**config.mk**
```make
export PLATFORM = sky130hd
export DESIGN_NAME = pc_sequencer
export DESIGN_NICKNAME = d
export VERILOG_FILES = /design/src/rtl/pc_pkg.sv /design/src/rtl/pc_cond_eval.sv /design/src/rtl/pc_sequencer.sv
export SDC_FILE = /design/constraint.sdc
export NUM_CORES = 1
export LEC_CHECK = 0
export ABC_CLOCK_PERIOD_IN_PS = 4240
export CORE_UTILIZATION = 32
export DETAILED_ROUTE_END_ITERATION = 10
export HOLD_SLACK_MARGIN = 0.06
export PLACE_DENSITY_LB_ADDON = 0.25
export SYNTH_ARGS = -nofsm -noshare
export SYNTH_HDL_FRONTEND = slang
export SYNTH_SLANG_ARGS = --single-unit
```
**constraint.sdc**
```tcl
create_clock -name clk -period 4.24 [get_ports clk]
set_input_delay 0.848 -clock clk [delete_from_list [all_inputs] [get_ports clk]]
set_output_delay 0.848 -clock clk [all_outputs]
set_load 0.02 [all_outputs]
```
**src/rtl/pc_pkg.sv**
```systemverilog
// pc_pkg: shared definitions for the fetch-stage PC sequencer and the
// execute-stage branch check.
//   COND_*      3-bit branch condition codes
//   pc_state_t  sequencer FSM state (RUN / DRAIN / HALTED)
package pc_pkg;
   localparam logic [2:0] COND_NE = 3'b000;
   localparam logic [2:0] COND_EQ = 3'b001;
   localparam logic [2:0] COND_GT = 3'b010;
   localparam logic [2:0] COND_LT = 3'b011;
   localparam logic [2:0] COND_GE = 3'b100;
   localparam logic [2:0] COND_LE = 3'b101;
   localparam logic [2:0] COND_OV = 3'b110;
   localparam logic [2:0] COND_AL = 3'b111;

   typedef enum logic [1:0] {
      ST_RUN    = 2'd0,
      ST_DRAIN  = 2'd1,
      ST_HALTED = 2'd2
   } pc_state_t;
endpackage

```
**src/rtl/pc_cond_eval.sv**
```systemverilog
// pc_cond_eval: purely combinational branch-condition evaluator.
//   cond       in  3  condition code (COND_*)
//   z, n, v    in  1  zero / negative / overflow flags
//   cond_true  out 1  condition holds for the given flags
module pc_cond_eval
   import pc_pkg::*;
(
   input  logic [2:0] cond,
   input  logic       z,
   input  logic       n,
   input  logic       v,
   output logic       cond_true
);

   always_comb begin
      cond_true = 1'b0;
      case (cond)
         COND_NE: cond_true = ~z;
         COND_EQ: cond_true = z;
         COND_GT: cond_true = ~z & ~n;
         COND_LT: cond_true = n;
         COND_GE: cond_true = z | ~n;
         COND_LE: cond_true = n | z;
         COND_OV: cond_true = v;
         COND_AL: cond_true = 1'b1;
         default: cond_true = 1'b0;
      endcase
   end

endmodule

```
**src/rtl/pc_sequencer.sv**
```systemverilog
// pc_sequencer: fetch-stage program counter with branch redirect, fetch
// stall, one-cycle flush pulse after taken branches, and a halt FSM that
// drains the pipeline for DRAIN_CYCLES un-stalled cycles before HALTED.
//   clk, rst            clock / async active-high reset
//   stall               hold PC and FSM this cycle
//   branch, cond, z/n/v branch request and flags
//   addr_src            1 = pc_plus + (imm << IMM_SHIFT), 0 = reg_addr
//   imm, reg_addr       target sources
//   hlt                 halt instruction in fetch
//   pc, pc_plus         registered PC and its sequential successor
//   taken               branch taken this cycle (combinational)
//   flush, halted       registered status
//   br_count, br_taken  branch statistics, only with PC_BRANCH_STATS_EN
// Optional feature macro: PC_BRANCH_STATS_EN
module pc_sequencer
   import pc_pkg::*;
#(
   parameter int                ADDR_W       = 16,
   parameter int                STEP         = 2,
   parameter int                IMM_SHIFT    = 1,
   parameter logic [ADDR_W-1:0] RESET_PC     = '0,
   parameter int                DRAIN_CYCLES = 3
) (
   input  logic              clk,
   input  logic              rst,
   input  logic              stall,
   input  logic              branch,
   input  logic [2:0]        cond,
   input  logic              z,
   input  logic              n,
   input  logic              v,
   input  logic              addr_src,
   input  logic [ADDR_W-1:0] imm,
   input  logic [ADDR_W-1:0] reg_addr,
   input  logic              hlt,
   output logic [ADDR_W-1:0] pc,
   output logic [ADDR_W-1:0] pc_plus,
   output logic              taken,
   output logic              flush,
`ifdef PC_BRANCH_STATS_EN
   output logic [15:0]       br_count,
   output logic [15:0]       br_taken,
`endif
   output logic              halted
);

   localparam int CNT_W = (DRAIN_CYCLES > 1) ? $clog2(DRAIN_CYCLES) : 1;

   pc_state_t         r_state;
   logic [ADDR_W-1:0] r_pc;
   logic [CNT_W-1:0]  r_drain;
   logic              r_flush;
   logic              r_halted;

   logic              w_cond_true;
   logic [ADDR_W-1:0] w_imm_off;
   logic [ADDR_W-1:0] w_target;

   pc_cond_eval u_cond (
      .cond      (cond),
      .z         (z),
      .n         (n),
      .v         (v),
      .cond_true (w_cond_true)
   );

   // All target arithmetic is truncated to ADDR_W, giving natural wrap.
   assign pc_plus   = r_pc + ADDR_W'(STEP);
   assign w_imm_off = imm << IMM_SHIFT;
   assign w_target  = addr_src ? (pc_plus + w_imm_off) : reg_addr;
   assign taken     = branch & w_cond_true & (r_state == ST_RUN);

   assign pc     = r_pc;
   assign flush  = r_flush;
   assign halted = r_halted;

   always_ff @(posedge clk or posedge rst) begin
      if (rst) begin
         r_state  <= ST_RUN;
         r_pc     <= RESET_PC;
         r_drain  <= '0;
         r_flush  <= 1'b0;
         r_halted <= 1'b0;
      end else begin
         // flush is a single-cycle pulse; only a committed redirect re-arms it
         r_flush <= 1'b0;
         case (r_state)
            ST_RUN: begin
               if (!stall) begin
                  if (hlt) begin
                     r_state <= ST_DRAIN;
                     r_drain <= CNT_W'(DRAIN_CYCLES - 1);
                  end else if (taken) begin
                     r_pc    <= w_target;
                     r_flush <= 1'b1;
                  end else begin
                     r_pc <= pc_plus;
                  end
               end
            end
            ST_DRAIN: begin
               if (!stall) begin
                  if (r_drain == '0) begin
                     r_state  <= ST_HALTED;
                     r_halted <= 1'b1;
                  end else begin
                     r_drain <= r_drain - 1'b1;
                  end
               end
            end
            ST_HALTED: ;
            default: r_state <= ST_RUN;
         endcase
      end
   end

`ifdef PC_BRANCH_STATS_EN
   logic        w_br_evt;
   logic [15:0] r_br_count;
   logic [15:0] r_br_taken;

   // A branch is counted only when it is actually considered for redirect.
   assign w_br_evt = (r_state == ST_RUN) & ~stall & branch & ~hlt;

   always_ff @(posedge clk or posedge rst) begin
      if (rst) begin
         r_br_count <= '0;
         r_br_taken <= '0;
      end else if (w_br_evt) begin
         if (r_br_count != 16'hFFFF)
            r_br_count <= r_br_count + 16'd1;
         if (taken && r_br_taken != 16'hFFFF)
            r_br_taken <= r_br_taken + 16'd1;
      end
   end

   assign br_count = r_br_count;
   assign br_taken = r_br_taken;
`endif

endmodule
```
== Yosys cells after proc, flatten, opt, wreduce, memory -nomap -nowiden ==
Index checks and enable logic that the tools add are counted.

* Output and inout port bits: 35
* Flip-flop bits (word level): 22
* Bits in writable memories: 0
* Input port bits: 44
* Memories: 0
* Memory bits (read-only): 0
* Word-level logic and storage cells: 57
* Latch bits: 0

* Bitwise logic cells: 10
* Equal/unequal tests: 14
* Shifts and indexed selects: 0
* Div/mod/pow operators: 0
* $mul: 0
* Reductions and logical operators: 8
* Add/subtract/negate cells: 3
* Order comparisons: 0
* Multiplexer cells: 17

{| class="wikitable"
|+ Operators with widths
! kind !! count
|-
| 16-bit 2-to-1 mux || 2
|-
| 16-bit adder || 1
|-
| 16-bit by 2-bit adder with 16-bit output (second input constant) || 1
|-
| 2-bit 2-to-1 mux || 8
|-
| 3-bit == test (second input constant) || 4
|-
| 2-bit != test (second input constant) || 5
|-
| 5-bit AND reduction || 2
|-
| 1-bit one-hot mux with 8 select lines || 1
|-
| 3-bit by 2-bit == test with 1-bit output (second input constant) || 2
|-
| 2-bit one-hot mux with 3 select lines || 1
|-
| 3-bit AND reduction || 2
|-
| 1-bit inverter || 5
|-
| 2-bit zero test || 2
|-
| 1-bit 2-to-1 mux || 4
|-
| 2-bit one-hot mux with 2 select lines || 1
|-
| 1-bit AND || 3
|-
| 3-bit by 1-bit == test with 1-bit output (second input constant) || 1
|-
| 3-bit zero test || 1
|-
| 2-bit by 1-bit == test with 1-bit output (second input constant) || 1
|-
| 2-bit == test (second input constant) || 1
|-
| 1-bit bitwise OR || 2
|-
| 2-bit nonzero test || 1
|-
| 2-bit by 1-bit subtractor with 2-bit output (second input constant) || 1
|}

== Longest topological paths before layout ==
Gate-level depths: netlist of run 1.

* Word-level depth: 9
* Depth in mapped cells: 13
* Gate-level depth less buffers: 13

== Cells and area by module ==
Synthesis of run 1 repeated with hierarchy kept, for this count alone.

* Cells, all modules: 298
* Area total of the unflattened synthesis: 2398.6 µm²

{| class="wikitable"
|+ Modules (own cells, without submodules)
! module !! area each (µm²) !! sequential area each (µm²) !! cells each !! instances
|-
| pc_sequencer || 2322.2 || 550.5 || 287 || 1
|-
| pc_cond_eval || 76.3 || 0.0 || 11 || 1
|}

== Worst setup path before layout of run 1 ==
Ideal clock, no wire load.

* Kind: reg-to-reg
* Start: reg r_pc[1] (netlist: pc[1])
* End: reg r_pc[15] (netlist: pc[15])
* Data required time: 4.153 ns
* Stages on the path, launching flop included: 14
* Path slack: 1.048 ns
* Data arrival time: 3.105 ns
* Library setup time: 0.087 ns
* Clock period less this slack: 3.192 ns
* Buffers on the path: 0
* Path through: dfrtp_1 ha_1 nand3_1 nor3_2 nand2_1 xnor2_1 ha_1 inv_1 o21bai_1 a21oi_1 a31o_2 mux2i_1 a211oi_1 a211oi_2

* Word-level cells in the longest chain between the ends: 4

{| class="wikitable"
|+ RTL lines
! item !! line !! source
|-
| from (decl) || pc_sequencer.sv:50 || <nowiki>logic [ADDR_W-1:0] r_pc;</nowiki>
|-
| from (signal assigned) || pc_sequencer.sv:94 || <nowiki>r_pc <= w_target;</nowiki>
|-
| from (signal assigned) || pc_sequencer.sv:97 || <nowiki>r_pc <= pc_plus;</nowiki>
|-
| 16-bit by 2-bit adder with 16-bit output || pc_sequencer.sv:68 || <nowiki>assign pc_plus = r_pc + ADDR_W'(STEP);</nowiki>
|-
| via pc_plus[11] || pc_sequencer.sv:37 || <nowiki>output logic [ADDR_W-1:0] pc_plus,</nowiki>
|-
| 16-bit adder || pc_sequencer.sv:70 || <nowiki>assign w_target = addr_src ? (pc_plus + w_imm_off) : reg_addr;</nowiki>
|-
| 16-bit 2-to-1 mux || pc_sequencer.sv:70 ||
|-
| 16-bit 2-to-1 mux || pc_sequencer.sv:93 || <nowiki>end else if (taken) begin</nowiki>
|}

The timed path passes the listed nets, and every way through them passes these cells.
A chain may end at the register's enable or synchronous reset.

== Worst setup path in the final report of run 1 ==
* Start: in cond[1]
* End: out taken

* Word-level cells in the longest chain between the ends: 4
* Elaborated cells on any way between the ends: 11
* Classes of those cells: eq/ne: 7; mux: 1; bitwise: 2; reduce/logical: 1

{| class="wikitable"
|+ RTL lines
! item !! line !! source
|-
| from (decl) || pc_sequencer.sv:28 || <nowiki>input logic [2:0] cond,</nowiki>
|-
| 3-bit == test (tied with other cells) || pc_cond_eval.sv:17 || <nowiki>case (cond)</nowiki>
|-
| 1-bit one-hot mux with 8 select lines * || pc_cond_eval.sv:17 ||
|-
| 1-bit AND * (2 in series) || pc_sequencer.sv:71 || <nowiki>assign taken = branch & w_cond_true & (r_state == ST_RUN);</nowiki>
|-
| to (decl) || pc_sequencer.sv:38 || <nowiki>output logic taken,</nowiki>
|}

Mark *: on every way between the ends. The rest lies on a longest branch, timed or not.

==> results of run 1 <==
worst reg2reg max path: cells and delay by family, from the launching register on:
family                     cells  cell delay (ns)
AOI/OAI and AO/OA              3             0.59
xor gates and xnor gates       1             0.19
adders and majority gates      2             0.58
buffers and inverters          1             0.06
DFF                            1             0.42
muxes                          1             0.23
and+or+nand+nor                5             1.10
per-stage QoR:
| stage | instances | utilization (%) | power (mW) |
|---|---|---|---|
| 6_report | 449 | 46.9 | 2.03 |
| 5_1_grt | 449 | 46.9 | 2.20 |
| 4_1_cts | 449 | 46.9 | 2.04 |
| 3_5_place_dp | 445 | 45.8 | 1.83 |
| 3_3_place_gp | 445 | 45.8 | 1.81 |
| 2_1_floorplan | 282 | - | 1.33 |
final cells by class:
class / instances / area share, %
Clock buffer: 3 / 1.30
Clock inverter: 1 / 0.943
Inverter: 14 / 1.65
Multi-Input combinational cell: 234 / 50.4
Sequential cell: 22 / 17.3
Tap cell: 96 / 3.77
Timing Repair Buffer: 79 / 24.7
sequential cells by signal, indices dropped and copies added, names as in the netlist:
name,count
r_drain,2
r_state,2
pc,16
halted,1
flush,1
per-layer routing:
metal | global-route usage, % | routed length (um) | vias to the layer above
met3 | 2.31 | 354 | 2
met2 | 29.4 | 3000 | 69
li1 | - | - | 1158
met4 | 2.27 | 18 | 0
met1 | 22.5 | 2870 | 1085
met5 | 0 | 0 | -
power by group:
group | internal [mW] | switching, mW | leakage (nW)
clock | 0.126 | 0.0734 | 0.0357
sequential | 0.296 | 0.130 | 0.269
combinational | 0.662 | 0.745 | 0.968
cell usage in the layout, fill, tap and decap left out, types with 3 or more instances in the layout:
cell type | Yosys | layout
a211oi_1 | 5 | 5
a31oi_1 | 6 | 6
a21oi_1 | 24 | 24
clkdlybuf4s50_1 | 0 | 77
dfrtp_1 | 22 | 22
o31ai_1 | 4 | 4
nor2_1 | 27 | 27
o21bai_1 | 3 | 3
inv_1 | 14 | 14
clkbuf_8 | 0 | 3
a22oi_1 | 3 | 3
o21ai_0 | 26 | 26
nor2b_1 | 3 | 3
xnor2_1 | 15 | 15
mux2_2 | 4 | 4
ha_1 | 19 | 19
mux2i_1 | 6 | 6
nor3_1 | 3 | 3
nand2b_1 | 4 | 4
nor3b_1 | 5 | 5
nand2_1 | 24 | 24
xor2_1 | 7 | 7
o21a_1 | 3 | 3
nand4_1 | 4 | 4
nand3_1 | 9 | 9
path summary, 6_finish.rpt:
path,from,to,slack (ns),cells after the start
worst min-delay path,halted$_DFFE_PP0P_,halted$_DFFE_PP0P_,0.50,1
min in group asynchronous,rst,pc[2]$_DFFE_PP0P_,1.06,2
worst max register to register,pc[1]$_DFFE_PP0P_,pc[15]$_DFFE_PP0P_,0.98,13
worst max-delay path,cond[1],taken,0.73,5
max in group asynchronous,rst,flush$_DFF_PP0_,2.62,2
worst min register to register,halted$_DFFE_PP0P_,halted$_DFFE_PP0P_,0.50,1
Yosys cell counts, drive strengths merged (4+ instances only):
master,n
a31oi,6
o21ai,27
nor3,5
a21oi,24
nand2,24
dfrtp,22
inv,14
ha,19
nor3b,5
clkbuf,9
nor2,27
nand4,5
nand2b,4
xnor2,15
mux2i,6
xor2,7
a211oi,7
o31ai,4
mux2,4
nand3,9
cells by family (layout without fill, tap and decap cells):
kind of cell	count (synthesis)	in the layout	synth area share, %
buffers and inverters	26	97	4.72
AND/OR/NAND/NOR	95	95	21.8
adder cells (fa/ha/maj)	20	20	11.4
AO/OA/AOI/OAI	87	87	24.4
multiplexers	10	10	4.66
XOR/XNOR	22	22	8.55
flip-flops	22	22	24.4
==> flow_summary.json, run 1 <==
{
  "seqCellArea_sq_um": 551,
  "ctsHtreeMaxLevel": 1,
  "max_freq_mhz": 285,
  "cp_num_buf_inv": 2,
  "cp_data_arrival_time_ns": 2.66,
  "fin_tns_setup_ns": 0,
  "grt_pass1_vias": 2155,
  "synth_cells": 282,
  "finalSetupViolations": 0,
  "vdd_drop_max_uv": 214,
  "cts_tree": "done",
  "slew_headroom_pct": 32.0,
  "grt_start_max_net_pins": 35,
  "drive_gt1_share_pct": 5.95,
  "hold_slack_ns": 0.498,
  "numCtsBuffers": 3,
  "post_cts_resized": 0,
  "post_cts_buffers": 0,
  "p_per_area_nw_per_um2": 638,
  "synthToLayoutAreaGrowth_pct": 41.3,
  "hpwlAfterDp_mm": 4.84,
  "clkLatencyLatePin_ns": 0.26,
  "chipHeight_um": 85.9,
  "antenna_found_initial": 0,
  "fill_cells": 692,
  "hold_viol": 0,
  "crit_path_max_incr_delay_ns": 0.54,
  "yosysTopAreaCell": "dfrtp_1",
  "clock_skew_ns": 0.00776,
  "std_cell_rows": 30,
  "synth_cell_types": 52,
  "maxSlewViolCount": 0,
  "cts_root_buffer": "clkbuf_8",
  "synth-seq-cells": 22,
  "finalWeightedCongestion": 0.847,
  "synth_top_area_share_pct": 24.4,
  "final_net_count": 418,
  "wl_per_cell_um": 13.9,
  "dieArea_sq_um": 7380,
  "syn-num-nets": 346,
  "end_kind": "primary output",
  "yosysWarnings": 0,
  "track_usage_pct": 16.8,
  "synth_edf_count": 0,
  "yosysSeqAreaShare_pct": 24.4,
  "multi_input_area_sq_um": 1600,
  "num_antenna_cells": 0,
  "drt_iter0_drc": 177,
  "fin_crit_sh_pct": 82.8,
  "critical-path-top-delay-family": "buffers and inverters",
  "critPathLaunchType": "input port",
  "wl_mm": 6.25,
  "first_pass_iters": 4,
  "async_flop_share_pct": 100,
  "die_width_um": 85.9,
  "grt_pass1_wl_mm": 10.1,
  "place_ws_ns": 0.722,
  "crit_path_frequent_cell": "clkdlybuf4s50_1",
  "cts_hold_buf": 0,
  "tightest_slew_ns": 1.02,
  "cp_slowest_cell": "clkdlybuf4s50_1",
  "maxCapViolations": 0,
  "min_path_type": "reg2reg",
  "outcome": "complete, no violations",
  "rsz0062_at_grt": "no",
  "ant_nets": 0,
  "worstSetupPathType": "in2out",
  "cts_max_path_buffers": 2,
  "timing.final.ws_setup_ns": 0.730,
  "gr-total-overflow": 0,
  "synth_flop_cell": "dfrtp_1",
  "design_area_sq_um": 3180,
  "drc_errors": 0,
  "clock-sinks": 22,
  "crit_required_ns": 3.39,
  "syn_area_per_cell_sq_um": 7.99,
  "ys_top_cells_by_area": "dfrtp_1 (24%), ha_1 (11%), xnor2_1 (5.8%)",
  "leakage_nw": 1.27,
  "fin_crit_ns": 3.51,
  "start_util_pct": 33.2,
  "io_buffers": 77,
  "coreArea_sq_um": 6790,
  "netlist_area_sq_um": 2250,
  "worstPathCellList": "clkdlybuf4s50_1 > or3b_1 > a311oi_2 > a211oi_4 > clkdlybuf4s50_1",
  "route.vias.total": 2314,
  "placed_cell_area_sq_um": 3110,
  "routed_via_density": 5.15,
  "ios": 79,
  "path_clk_slew_ns": 0.08,
  "crit_fanout": 5
}
Power figures use the tool's default switching activity.
==> run 2, diff against run 1 <==
- ABC_CLOCK_PERIOD_IN_PS: 4240 -> 3100
- clock period: 4.24 -> 3.1 ns (I/O delays scaled with it)
==> run 2 against run 1 <==
Flip-flop and latch count is the same. Core utilization increased by 5.0 points. Via count increased by 5.9%. Critical path depth up 1. Largest power group unchanged. Combinational power rose by 60%. Hold slack better by 0.010 ns. First-iteration DRC count is 34% lower. Global-route usage is 1.9 points higher. Die area stayed put. Sequential share of layout area shrank 1.7 points. Setup slack got worse by 0.64 ns.
==> flow_summary.json, run 2 (synthesized netlist as in run 1, its figures left out) <==
{
  "hold-path-cell-count": 1,
  "grt_pass1_wl_mm": 11.0,
  "dieArea_sq_um": 7380,
  "first_pass_iters": 5,
  "slew_headroom_pct": 39.0,
  "grt_pass1_vias": 2391,
  "coreArea_sq_um": 6790,
  "end_kind": "primary output",
  "met1_usage_pct": 25.1,
  "grt_start_max_net_pins": 24,
  "gr-total-overflow": 0,
  "io_buffers": 77,
  "path_clk_slew_ns": 0.09,
  "fin_crit_sh_pct": 97.0,
  "cts_root_buffer": "clkbuf_8",
  "hold_viol": 0,
  "r2r_end": "pc[15]$_DFFE_PP0P_",
  "clock_skew_ns": 0.00502,
  "cts_tree": "done",
  "max_freq_mhz": 333,
  "drt_iter0_drc": 117,
  "min_path_type": "reg2reg",
  "start_util_pct": 33.2,
  "ctsHtreeMaxLevel": 1,
  "grt-busiest-layer": "met2",
  "maxSlewViolCount": 0,
  "crit_fanout": 4,
  "chipHeight_um": 85.9,
  "min_to": "halted$_DFFE_PP0P_",
  "critPathLaunchType": "register",
  "placed_cell_area_sq_um": 3340,
  "cts_max_path_buffers": 2,
  "layout.cells.non_filler": 480,
  "die_width_um": 85.9,
  "antenna_found_initial": 0,
  "most-common-layout-cells": "clkdlybuf4s50_1 (74), buf_4 (33), nor2_1 (26), o21ai_0 (26)",
  "hpwlAfterDp_mm": 5.28,
  "clock-sinks": 22,
  "crit_required_ns": 2.48,
  "use_met2_pct": 32.2,
  "rrSetupSlack_ns": 0.15,
  "route.vias.total": 2451,
  "timing.final.ws_setup_ns": 0.0940,
  "leakage_nw": 1.48,
  "synthToLayoutAreaGrowth_pct": 56.5,
  "outcome": "complete, no violations",
  "hp-start": "halted$_DFFE_PP0P_",
  "hold_slack_ns": 0.509,
  "multi_input_area_sq_um": 1730,
  "design_area_sq_um": 3530,
  "finalSetupViolations": 0,
  "wl_per_cell_um": 14.0,
  "num_antenna_cells": 0,
  "met3_usage_pct": 2.12,
  "largest_reg_flops": 16,
  "reg2reg_depth": 12,
  "wl_mm": 6.73,
  "clkLatencyLatePin_ns": 0.27,
  "fill_cells": 674,
  "p_per_area_nw_per_um2": 866,
  "final_common_cell": "clkdlybuf4s50_1",
  "vdd_drop_max_uv": 362,
  "routed_via_density": 5.11,
  "final_net_count": 449,
  "seqCellArea_sq_um": 551,
  "post-place-cells": 473,
  "finalWeightedCongestion": 0.834,
  "rr_startpoint": "pc[2]$_DFFE_PP0P_",
  "tightest_slew_ns": 0.913,
  "cp_data_arrival_time_ns": 2.39,
  "worstSetupPathType": "reg2out",
  "maxCapViolations": 0,
  "ios": 79,
  "ant_nets": 0,
  "numCtsBuffers": 3,
  "drc_errors": 0,
  "std_cell_rows": 30,
  "fin_crit_ns": 3.01,
  "drive_gt1_share_pct": 16.9,
  "fin_tns_setup_ns": 0,
  "track_usage_pct": 18.7,
  "place_ws_ns": -0.0802
}
## run 2: cell count changes in the layout (fill, tap and decap cells not counted), sizes merged
| cell | before | now |
|---|---|---|
| dlygate4sd2 | 0 | 2 |
| clkbuf | 3 | 4 |
| dlymetal6s2s | 0 | 1 |
| clkdlybuf4s50 | 77 | 74 |
| bufinv | 1 | 0 |
| buf | 2 | 33 |
## run 2: worst max-delay path: stages (launching register included)
cell and delay, ns:
dfrtp_1 0.43, and3_4 0.23, nand4_4 0.13, or2_4 0.29, nor3_2 0.13, xor2_1 0.24, clkdlybuf4s50_1 0.65
## run 2: final cells by class
cell class / count / area share (%)
multi-input cells: 234 / 49.0
repair buffers: 110 / 28.9
flip-flops and latches: 22 / 15.6
well taps: 96 / 3.41
clock buffers: 4 / 1.56
inverters: 14 / 1.49
## run 2: power by group
| part | total [mW] | internal (mW) | switching, mW |
|---|---|---|---|
| clock network | 0.221 | 0.114 | 0.107 |
| registers | 0.573 | 0.405 | 0.168 |
| logic | 2.26 | 1.12 | 1.14 |
## run 2: per-layer routing
| metal | vias up | routed length [um] |
|---|---|---|
| met5 | - | 0 |
| met4 | 0 | 53 |
| met3 | 5 | 267 |
| met2 | 66 | 3260 |
| met1 | 1159 | 3150 |
| li1 | 1221 | - |
## run 2: worst max-delay path by stage
stage | endpoint | cells past startpoint | start
5_1_grt | pc_plus[14] | 6 | pc[2]$_DFFE_PP0P_
6_report | pc_plus[14] | 6 | pc[2]$_DFFE_PP0P_
3_5_place_dp | pc[15]$_DFFE_PP0P_ | 11 | imm[0]
2_1_floorplan | pc[15]$_DFFE_PP0P_ | 13 | pc[1]$_DFFE_PP0P_
4_1_cts | taken | 5 | cond[1]
3_3_place_gp | pc[15]$_DFFE_PP0P_ | 11 | imm[0]
## run 2: metrics by stage
step	utilization, %	total power, mW
2_1_floorplan	-	1.84
3_3_place_gp	49.2	2.68
3_5_place_dp	49.2	2.72
4_1_cts	50.1	2.95
5_1_grt	51.9	3.29
6_report	51.9	3.05
## run 2: what timing repair did
item | in CTS | in global routing
pin swaps | 0 | 4
hold buffers | 0 | 0
gates resized for setup | 3 | 17
cloned | 0 | 0
endpoints found under the setup margin | 3 | 6
buffers inserted | 0 | 3
